## src/rtl/bcd_countdown_timer_if.sv

```systemverilog
// Control/status bundle for the BCD HH:MM:SS reminder countdown timer.
//   master : drives tick/load/load_hh/load_mm/load_ss/start/stop/ack,
//            observes hh/mm/ss/running/alarm/expired/load_err
//   slave  : the timer itself (mirror image of master)
// All time values are two-digit BCD bytes {tens, units}.
interface bcd_countdown_timer_if;
    logic       tick;
    logic       load;
    logic [7:0] load_hh;
    logic [7:0] load_mm;
    logic [7:0] load_ss;
    logic       start;
    logic       stop;
    logic       ack;
    logic [7:0] hh;
    logic [7:0] mm;
    logic [7:0] ss;
    logic       running;
    logic       alarm;
    logic       expired;
    logic       load_err;

    modport master (
        output tick, load, load_hh, load_mm, load_ss, start, stop, ack,
        input  hh, mm, ss, running, alarm, expired, load_err
    );

    modport slave (
        input  tick, load, load_hh, load_mm, load_ss, start, stop, ack,
        output hh, mm, ss, running, alarm, expired, load_err
    );
endinterface

```

## src/rtl/bcd_countdown_timer.sv

```systemverilog
// Six-digit BCD HH:MM:SS down-counter used as the reminder interval timer.
// A loaded interval counts down one second per 1 Hz tick; reaching 00:00:00
// raises a sticky alarm, and acknowledging it reloads the interval (resuming
// the countdown when AUTO_RESTART is set, otherwise parking in IDLE).
// Ports:
//   clk    : system clock
//   reset  : synchronous, active-high reset
//   bus    : bcd_countdown_timer_if.slave
//            inputs  tick, load, load_hh/mm/ss, start, stop, ack
//            outputs hh/mm/ss (remaining time), running, alarm,
//                    expired (1-cycle), load_err (1-cycle); all registered
// Per-cycle priority: reset > load > ack > stop > start > tick.
module bcd_countdown_timer #(
    parameter logic [7:0] DEF_HH       = 8'h01,
    parameter logic [7:0] DEF_MM       = 8'h00,
    parameter logic [7:0] DEF_SS       = 8'h00,
    parameter bit         AUTO_RESTART = 1'b1
) (
    input  logic                  clk,
    input  logic                  reset,
    bcd_countdown_timer_if.slave  bus
);

    typedef enum logic [1:0] {
        ST_IDLE  = 2'd0,
        ST_RUN   = 2'd1,
        ST_ALARM = 2'd2
    } state_t;

    localparam logic [23:0] DEF_COUNT = {DEF_HH, DEF_MM, DEF_SS};
    localparam logic [23:0] ZERO_TIME = 24'h00_00_00;
    localparam logic [23:0] ONE_SEC   = 24'h00_00_01;

    // A time is legal when every digit is decimal, minute/second tens are 0-5
    // and the hour byte is at most 23.
    function automatic logic bcd_time_valid(input logic [23:0] t);
        logic ok;
        ok = 1'b1;
        for (int i = 0; i < 6; i++) begin
            ok = ok & (t[i*4 +: 4] <= 4'd9);
        end
        ok = ok & (t[7:4]   <= 4'd5);
        ok = ok & (t[15:12] <= 4'd5);
        ok = ok & (t[23:16] <= 8'h23);
        return ok;
    endfunction

    // Subtract one second with BCD ripple borrow. Digit order from LSB:
    // ss units, ss tens, mm units, mm tens, hh units, hh tens. A digit at 0
    // wraps to its maximum (5 for the seconds/minutes tens, 9 otherwise) and
    // passes the borrow on. Callers never pass 00:00:00.
    function automatic logic [23:0] bcd_time_dec(input logic [23:0] t);
        logic [23:0] r;
        logic        borrow;
        logic [3:0]  wrap;
        r      = t;
        borrow = 1'b1;
        for (int i = 0; i < 6; i++) begin
            wrap = ((i == 1) || (i == 3)) ? 4'd5 : 4'd9;
            if (borrow) begin
                if (r[i*4 +: 4] == 4'd0) begin
                    r[i*4 +: 4] = wrap;
                    borrow      = 1'b1;
                end else begin
                    r[i*4 +: 4] = r[i*4 +: 4] - 4'd1;
                    borrow      = 1'b0;
                end
            end else begin
                r[i*4 +: 4] = r[i*4 +: 4];
            end
        end
        return r;
    endfunction

    state_t      state_r, state_nxt_s;
    logic [23:0] count_r, count_nxt_s;
    logic [23:0] shadow_r, shadow_nxt_s;
    logic        running_r, alarm_r, expired_r, load_err_r;
    logic        expired_nxt_s, load_err_nxt_s;
    logic [23:0] load_val_s;
    logic        load_ok_s;

    assign load_val_s = {bus.load_hh, bus.load_mm, bus.load_ss};
    assign load_ok_s  = bcd_time_valid(load_val_s);

    // Next-state, next-count and pulse generation in priority order.
    always_comb begin
        state_nxt_s    = state_r;
        count_nxt_s    = count_r;
        shadow_nxt_s   = shadow_r;
        expired_nxt_s  = 1'b0;
        load_err_nxt_s = 1'b0;
        if (bus.load) begin
            // A rejected load consumes the cycle without touching anything.
            if (load_ok_s) begin
                count_nxt_s  = load_val_s;
                shadow_nxt_s = load_val_s;
                state_nxt_s  = ST_IDLE;
            end else begin
                load_err_nxt_s = 1'b1;
            end
        end else begin
            case (state_r)
                ST_IDLE: begin
                    if (bus.start && (count_r != ZERO_TIME)) begin
                        state_nxt_s = ST_RUN;
                    end else begin
                        state_nxt_s = ST_IDLE;
                    end
                end
                ST_RUN: begin
                    if (bus.stop) begin
                        state_nxt_s = ST_IDLE;
                    end else if (bus.tick && (count_r == ONE_SEC)) begin
                        count_nxt_s   = ZERO_TIME;
                        state_nxt_s   = ST_ALARM;
                        expired_nxt_s = 1'b1;
                    end else if (bus.tick && (count_r != ZERO_TIME)) begin
                        count_nxt_s = bcd_time_dec(count_r);
                    end else begin
                        count_nxt_s = count_r;
                    end
                end
                ST_ALARM: begin
                    if (bus.ack) begin
                        count_nxt_s = shadow_r;
                        state_nxt_s = AUTO_RESTART ? ST_RUN : ST_IDLE;
                    end else begin
                        count_nxt_s = ZERO_TIME;
                    end
                end
                default: begin
                    // Unreachable encoding: fall back to a safe parked state.
                    state_nxt_s = ST_IDLE;
                end
            endcase
        end
    end

    // State, count, interval and registered status outputs.
    always_ff @(posedge clk) begin
        if (reset) begin
            state_r    <= ST_IDLE;
            count_r    <= DEF_COUNT;
            shadow_r   <= DEF_COUNT;
            running_r  <= 1'b0;
            alarm_r    <= 1'b0;
            expired_r  <= 1'b0;
            load_err_r <= 1'b0;
        end else begin
            state_r    <= state_nxt_s;
            count_r    <= count_nxt_s;
            shadow_r   <= shadow_nxt_s;
            running_r  <= (state_nxt_s == ST_RUN);
            alarm_r    <= (state_nxt_s == ST_ALARM);
            expired_r  <= expired_nxt_s;
            load_err_r <= load_err_nxt_s;
        end
    end

    assign bus.hh       = count_r[23:16];
    assign bus.mm       = count_r[15:8];
    assign bus.ss       = count_r[7:0];
    assign bus.running  = running_r;
    assign bus.alarm    = alarm_r;
    assign bus.expired  = expired_r;
    assign bus.load_err = load_err_r;

endmodule
```

## src/flat_wrapper.sv

```systemverilog
// flat-port wrapper written by rule: the top's interface ports become plain ports
module bcd_countdown_timer_flat 
#(
    parameter logic [7:0] DEF_HH       = 8'h01,
    parameter logic [7:0] DEF_MM       = 8'h00,
    parameter logic [7:0] DEF_SS       = 8'h00,
    parameter bit         AUTO_RESTART = 1'b1
)
  (clk, reset, bus_tick, bus_load, bus_load_hh, bus_load_mm, bus_load_ss, bus_start, bus_stop, bus_ack, bus_hh, bus_mm, bus_ss, bus_running, bus_alarm, bus_expired, bus_load_err);
  bcd_countdown_timer_if bus_i ();
  input  logic clk;
  input  logic reset;
  input wire logic [$bits(bus_i.tick)-1:0] bus_tick;
  input wire logic [$bits(bus_i.load)-1:0] bus_load;
  input wire logic [$bits(bus_i.load_hh)-1:0] bus_load_hh;
  input wire logic [$bits(bus_i.load_mm)-1:0] bus_load_mm;
  input wire logic [$bits(bus_i.load_ss)-1:0] bus_load_ss;
  input wire logic [$bits(bus_i.start)-1:0] bus_start;
  input wire logic [$bits(bus_i.stop)-1:0] bus_stop;
  input wire logic [$bits(bus_i.ack)-1:0] bus_ack;
  output wire logic [$bits(bus_i.hh)-1:0] bus_hh;
  output wire logic [$bits(bus_i.mm)-1:0] bus_mm;
  output wire logic [$bits(bus_i.ss)-1:0] bus_ss;
  output wire logic [$bits(bus_i.running)-1:0] bus_running;
  output wire logic [$bits(bus_i.alarm)-1:0] bus_alarm;
  output wire logic [$bits(bus_i.expired)-1:0] bus_expired;
  output wire logic [$bits(bus_i.load_err)-1:0] bus_load_err;
  assign bus_i.tick = bus_tick;
  assign bus_i.load = bus_load;
  assign bus_i.load_hh = bus_load_hh;
  assign bus_i.load_mm = bus_load_mm;
  assign bus_i.load_ss = bus_load_ss;
  assign bus_i.start = bus_start;
  assign bus_i.stop = bus_stop;
  assign bus_i.ack = bus_ack;
  assign bus_hh = bus_i.hh;
  assign bus_mm = bus_i.mm;
  assign bus_ss = bus_i.ss;
  assign bus_running = bus_i.running;
  assign bus_alarm = bus_i.alarm;
  assign bus_expired = bus_i.expired;
  assign bus_load_err = bus_i.load_err;
  bcd_countdown_timer #(.DEF_HH(DEF_HH), .DEF_MM(DEF_MM), .DEF_SS(DEF_SS), .AUTO_RESTART(AUTO_RESTART)) u_core (.clk(clk), .reset(reset), .bus(bus_i));
endmodule
```

## config.mk

```make
export PLATFORM = sky130hd
export DESIGN_NAME = bcd_countdown_timer_flat
export DESIGN_NICKNAME = d
export VERILOG_FILES = /design/src/rtl/bcd_countdown_timer_if.sv /design/src/rtl/bcd_countdown_timer.sv /design/src/flat_wrapper.sv
export SDC_FILE = /design/constraint.sdc
export NUM_CORES = 1
export LEC_CHECK = 0
export ABC_AREA = 1
export CAP_MARGIN = 30
export CORE_UTILIZATION = 48
export DETAILED_ROUTE_END_ITERATION = 7
export DONT_BUFFER_PORTS = 1
export SYNTH_ARGS = -nofsm -noshare
export SYNTH_HDL_FRONTEND = slang
export SYNTH_SLANG_ARGS = --single-unit
```

## constraint.sdc

```tcl
create_clock -name clk -period 3 [get_ports clk]
set_input_delay 0.75 -clock clk [delete_from_list [all_inputs] [get_ports clk]]
set_output_delay 0.75 -clock clk [all_outputs]
set_load 0.02 [all_outputs]
```

==> results of run 1 <==
==> worst paths after layout <==
check / to / depth (start not counted)
setup / recovery: u_core.count_r[3] / 11
setup reg to reg: u_core.count_r[3] / 11
hold / removal: u_core.shadow_r[23] / 2
hold reg to reg: u_core.shadow_r[23] / 2
==> final cells by class <==
| type | count | area, µm² |
|---|---|---|
| inverter | 48 | 180 |
| multi-input combinational | 387 | 1860 |
| clock buffer | 6 | 82.6 |
| sequential | 54 | 1080 |
| fill | 682 | 3010 |
| timing repair buffer | 3 | 22.5 |
| clock inverter | 2 | 60.1 |
| tap | 77 | 96.3 |
==> per-stage QoR <==
stage	hold slack, ps	power, W	area, µm²	utilization, %	instances
5_1_grt	468	0.00188	3380	52.9	577
6_report	444	0.00179	3380	52.9	577
2_1_floorplan	419	0.00113	3190	-	506
3_3_place_gp	428	0.00119	3240	50.7	569
4_1_cts	445	0.00180	3380	52.9	577
3_5_place_dp	431	0.00119	3240	50.7	569
==> state kept, by name, indices dropped and copies added, names as in the netlist <==
| signal | cells |
|---|---|
| u_core.count_r | 24 |
| u_core.bus.load_err | 1 |
| u_core.state_r | 2 |
| u_core.shadow_r | 24 |
| u_core.bus.alarm | 1 |
| u_core.bus.expired | 1 |
| u_core.bus.running | 1 |
==> metal layers <==
| layer | GRT usage [%] | vias up |
|---|---|---|
| met1 | 33.3 | 1378 |
| met4 | 5.86 | 0 |
| met2 | 42.8 | 85 |
| li1 | - | 1598 |
| met3 | 6.53 | 5 |
| met5 | 0 | - |
==> cells in the final DEF, fill, tap and decap left out, types with 4 or more instances in the layout <==
| cell | instances |
|---|---|
| nor2_4 | 4 |
| nor3_1 | 5 |
| nor2_2 | 5 |
| a21oi_1 | 53 |
| nand2_2 | 5 |
| dfxtp_1 | 54 |
| clkbuf_8 | 6 |
| nor2_1 | 76 |
| nand2_1 | 146 |
| o21ai_0 | 30 |
| inv_1 | 42 |
| ha_1 | 7 |
| nand3_1 | 25 |
| inv_2 | 5 |
| or2_2 | 7 |
==> power breakdown <==
group          total (W)  switching, W  internal (W)
registers       0.000829     0.0000783      0.000751
logic           0.000351      0.000220      0.000131
clock network   0.000609      0.000253      0.000356
total            0.00179      0.000551       0.00124
==> critical path, cell delays in order, from the launching register on <==
cell and delay (ps):
dfxtp_1 400, inv_1 130, ha_1 200, nand3_1 200, nor2_2 240, nand3_4 150, nand2_1 280, inv_1 220
nand2_1 100, nand2_1 50, o21ai_0 80, a21oi_1 100
==> kinds of logic after synthesis <==
kind of cell	after synthesis	share of synthesized area, %
AO/OA/AOI/OAI	92	15.3
XOR/XNOR	5	1.37
adder cells (fa/ha/maj)	7	2.74
buffers and inverters	65	8.00
flip-flops	54	33.9
AND/OR/NAND/NOR	283	38.7
==> results by group, run 1 <==
Timing
  • Final hold vios: 0
  • # setup viols final: 0
  • Worst Tran Pin Value: 833 ps
  • Fmax: 442 MHz
  • Final period util: 75.4%
  • Post-layout minimum cycle time: 2260 ps
  • Setup ws final: 739 ps
  • Max-slew violations: 0
  • Unrepaired setup endpoints after global routing: no
  • Final setup TNS: 0 ps
  • Max-slew headroom: 44.4%
  • Max Clock Skew: 8.81 ps

Yosys
  • Post-Syn Area: 3190 µm²
  • Post-synthesis sequential area ratio: 33.9%
  • Synth top area share: 33.9%
  • Syn Inst Count: 506
  • Ys async rst share: 0%
  • Syn_nets: 544
  • Synth Warn #: 0
  • Ys flop type: dfxtp_1
  • Synth cell types: 36
  • Yosys reg bits: 54
  • Most frequent cells after synthesis: nand2_1, nor2_1, dfxtp_1, a21oi_1, inv_1
  • Synth area leader: dfxtp_1
  • Post-synth EDFFs: 0
  • Top-count cell post-synth: nand2_1
  • Avg Synthesized Cell Area: 6.31 µm²
  • Synth area leaders: dfxtp_1, nand2_1, nor2_1

GRT
  • GRT overflow: 0
  • Largest net degree at the start of global routing: 32
  • Vias in the first global route: 2933
  • Global-route wire length before repair: 14300 µm
  • Global-route usage over all layers: 25.6%
  • Initial antenna violation count: 0

Route
  • Drt first pass iters: 4
  • Wire per inst: 15.3 µm
  • Met3 WL: 657 µm
  • Highest routing layer actually used: met4
  • Vias per cell: 5.31
  • DRC viols: 0
  • Metal2 WL: 4010 µm
  • Total number of vias: 3066
  • Drt initial violations: 171
  • Sum of routed wire segments on met1: 4060 µm
  • Final wirelength: 8800 µm
  • Routed Antenna Nets: 0

Worst setup path
  • Critical path startpoint category: flop
  • Flop2flop setup slack: 740 ps
  • Req. time, crit path: 3210 ps
  • Worst Setup End Kind: flop
  • Critical path class: reg -> reg
  • Crit path from: u_core.count_r[20]
  • Reg-to-reg startpoint: u_core.count_r[20]
  • Crit path arrival time: 2470 ps
  • Crit path max fanout: 10

Clock network
  • Cts bufs inserted: 5
  • CTS tree: built
  • Clock Latency Late Sink: 320 ps
  • Reg clk slew, reported paths: 100 ps
  • Cts repair resizes: 0
  • Post-CTS Hold Buffers: 0
  • Post-CTS setup buffer count: 0
  • H-tree level count: 2
  • Clk buf depth: 2
  • CTS Root Cell: clkbuf_8
  • # clock sinks: 54

Floorplan
  • Die Width: 83.5 µm
  • Die H: 83.5 µm
  • Initial Util: 50.0%
  • Placeable core area: 6390 µm²
  • FP Rows: 29
  • Overall die area: 6980 µm²
  • I/O pin total: 59

Finish
  • Antenna Cells: 0
  • Layout Nets: 537
  • Layout cells sized above 1: 8.80%
  • Area grow syn2layout: 5.84%

Pwr
  • P per Cell Area: 530 nW/µm²
  • VDD IR-drop max: 313 µV
  • Lkg Pwr: 1.54 nW

Placement
  • Port Buffers: 0
  • Dpl ws: 677 ps
  • DP Wirelength: 6070 µm
  • Routability cong.: 0.856

Min path
  • Hold Path Class: reg -> reg
  • Hold Path Origin: u_core.shadow_r[23]

Run
  • Max Cap Viol: 0

Outcome
  • Status: finished clean
Note: power is estimated with default switching activity, not from simulation.
==> inputs of run 2 (changes only) <==
- clock period: 3 -> 2.2 ns (I/O delays scaled with it)
==> run 2 against run 1 <==
  * Via count grew 3.8%
  * Critical path depth grew 2
  * First-iteration DRC count shrank 3.5%
  * Setup slack lost 490 ps
==> results by group, run 2 (same netlist as run 1, synthesis figures left out) <==
Finish
  • Non-filler cells, final: 602
  • Antenna Cells: 0
  • Area grow syn2layout: 10.3%
  • FF+latch area: 1080 µm²
  • Layout Nets: 563
  • Multi-input logic area: 1860 µm²
  • Layout cells sized above 1: 13.0%
  • Largest regs: u_core.count_r: 24 flops, u_core.shadow_r: 24 flops, u_core.state_r: 2 flops
  • Fillcell total: 680
  • Most frequent cells in the layout: nand2_1, nor2_1, a21oi_1, dfxtp_1, inv_1
  • Final Cell Area: 3520 µm²
  • Most common cell after layout, fill and taps aside: nand2_1

Placement
  • Routability cong.: 0.846
  • Number of cells after detailed placement: 595
  • DP Wirelength: 6420 µm
  • Placed instance area: 3440 µm²
  • Port Buffers: 0

Route
  • Routed Antenna Nets: 0
  • Final wirelength: 8930 µm
  • Drt first pass iters: 5
  • DRC viols: 0
  • Drt initial violations: 165
  • Wire per inst: 14.8 µm
  • Vias per cell: 5.28
  • Total number of vias: 3181

Timing
  • Fmax: 511 MHz
  • Final period util: 88.9%
  • Final setup TNS: 0 ps
  • Worst Tran Pin Value: 359 ps
  • Max-slew violations: 0
  • Unrepaired setup endpoints after global routing: no
  • Max-slew headroom: 76.0%
  • Final hold vios: 0
  • # setup viols final: 0
  • Max Clock Skew: 5.72 ps
  • Post-layout minimum cycle time: 1960 ps

Worst setup path
  • Crit path arrival time: 2170 ps
  • Req. time, crit path: 2420 ps
  • Cell family with most CP delay: simple AND/OR/NAND/NOR gates
  • Max stage delay cell, worst path: dfxtp_1
  • Worst stage delay on the critical path: 320 ps
  • CP bufs+invs: 2
  • Critical path startpoint category: flop
  • Most used cell along the critical path: nand2_1
  • Worst Setup End Kind: flop
  • Critical-path cell list: inv_1 -> ha_1 -> nand3_1 -> nor2_2 -> nand3_4 -> nand2_2 -> inv_2 -> nand2_4 -> nand2_8 -> nor2_4 -> nand2_1 -> nand2_1 -> nor2_1
  • R2R cell count: 13
  • Critical path class: reg -> reg
  • Levels on crit path: 13
  • Crit path max fanout: 10

GRT
  • Vias in the first global route: 3166
  • GRT overflow: 0
  • Initial antenna violation count: 0
  • Global-route usage over all layers: 27.1%
  • Largest net degree at the start of global routing: 32
  • Global-route wire length before repair: 15200 µm

Pwr
  • VDD IR-drop max: 323 µV
  • P per Cell Area: 631 nW/µm²
  • Lkg Pwr: 1.65 nW

Floorplan
  • Die Width: 83.5 µm
  • Initial Util: 50.0%
  • Placeable core area: 6390 µm²
  • Overall die area: 6980 µm²
  • Die H: 83.5 µm
  • I/O pin total: 59
  • FP Rows: 29

Clock network
  • Post-CTS Hold Buffers: 0
  • CTS Root Cell: clkbuf_8
  • # clock sinks: 54
  • Clock Latency Late Sink: 310 ps
  • H-tree level count: 2
  • CTS tree: built
  • Cts bufs inserted: 5
  • Reg clk slew, reported paths: 100 ps
  • Clk buf depth: 2
  • Post-CTS setup buffer count: 0

Outcome
  • Status: finished clean

Run
  • Max Cap Viol: 0

Min path
  • Hold Path Class: in -> reg
  • Hold path depth: 1
[run 2: worst reg2reg max path: cells and delay by family, from the launching register on]
| family | cells | cell delay, ps |
|---|---|---|
| adder cells (fa/ha/maj) | 1 | 210 |
| buffers and inverters | 2 | 140 |
| flip-flops | 1 | 320 |
| AND/OR/NAND/NOR | 10 | 1200 |
[run 2: final timing paths]
| kind | slack (ps) | start | endpoint |
|---|---|---|---|
| worst max-delay path | 240 | u_core.count_r[20] | u_core.count_r[6] |
| worst min-delay path | 290 | reset | u_core.count_r[0] |
| worst max register to register | 240 | u_core.count_r[20] | u_core.count_r[6] |
| worst min register to register | 440 | u_core.shadow_r[23] | u_core.shadow_r[23] |
[run 2: per-stage QoR]
stage	util (%)	worst slack [ps]	hold WS, ps	total power [W]
finish	55.1	245	291	0.00222
global route	55.1	33.5	279	0.00236
CTS	55.1	162	289	0.00223
detailed placement	53.9	104	430	0.00169
global placement	53.9	132	426	0.00168
floorplan	-	409	419	0.00154
[run 2: per-layer routing]
metal	track usage [%]	vias up	wire [µm]
met3	5.24	11	556
met5	0	-	0
met4	7.70	0	104
met1	35.7	1440	4070
li1	-	1646	-
met2	45.2	84	4210
[run 2: area by class of cell]
class	count	share of cell area (%)
Clock buffer	7	2.17
Inverter	48	5.12
Multi-Input combinational cell	387	52.7
Sequential cell	54	30.7
Tap cell	77	2.74
Timing Repair Buffer	29	6.54
[run 2: what timing repair did]
| item | CTS | global route |
|---|---|---|
| setup endpoints to repair | 0 | 7 |
| endpoints found under the hold margin | 0 | 0 |
| gates resized for setup | 0 | 1 |
[run 2: where the power goes]
group / switching, W / internal [W]
clock: 0.000334 / 0.000221
combinational: 0.000376 / 0.000225
sequential: 0.0000440 / 0.00102
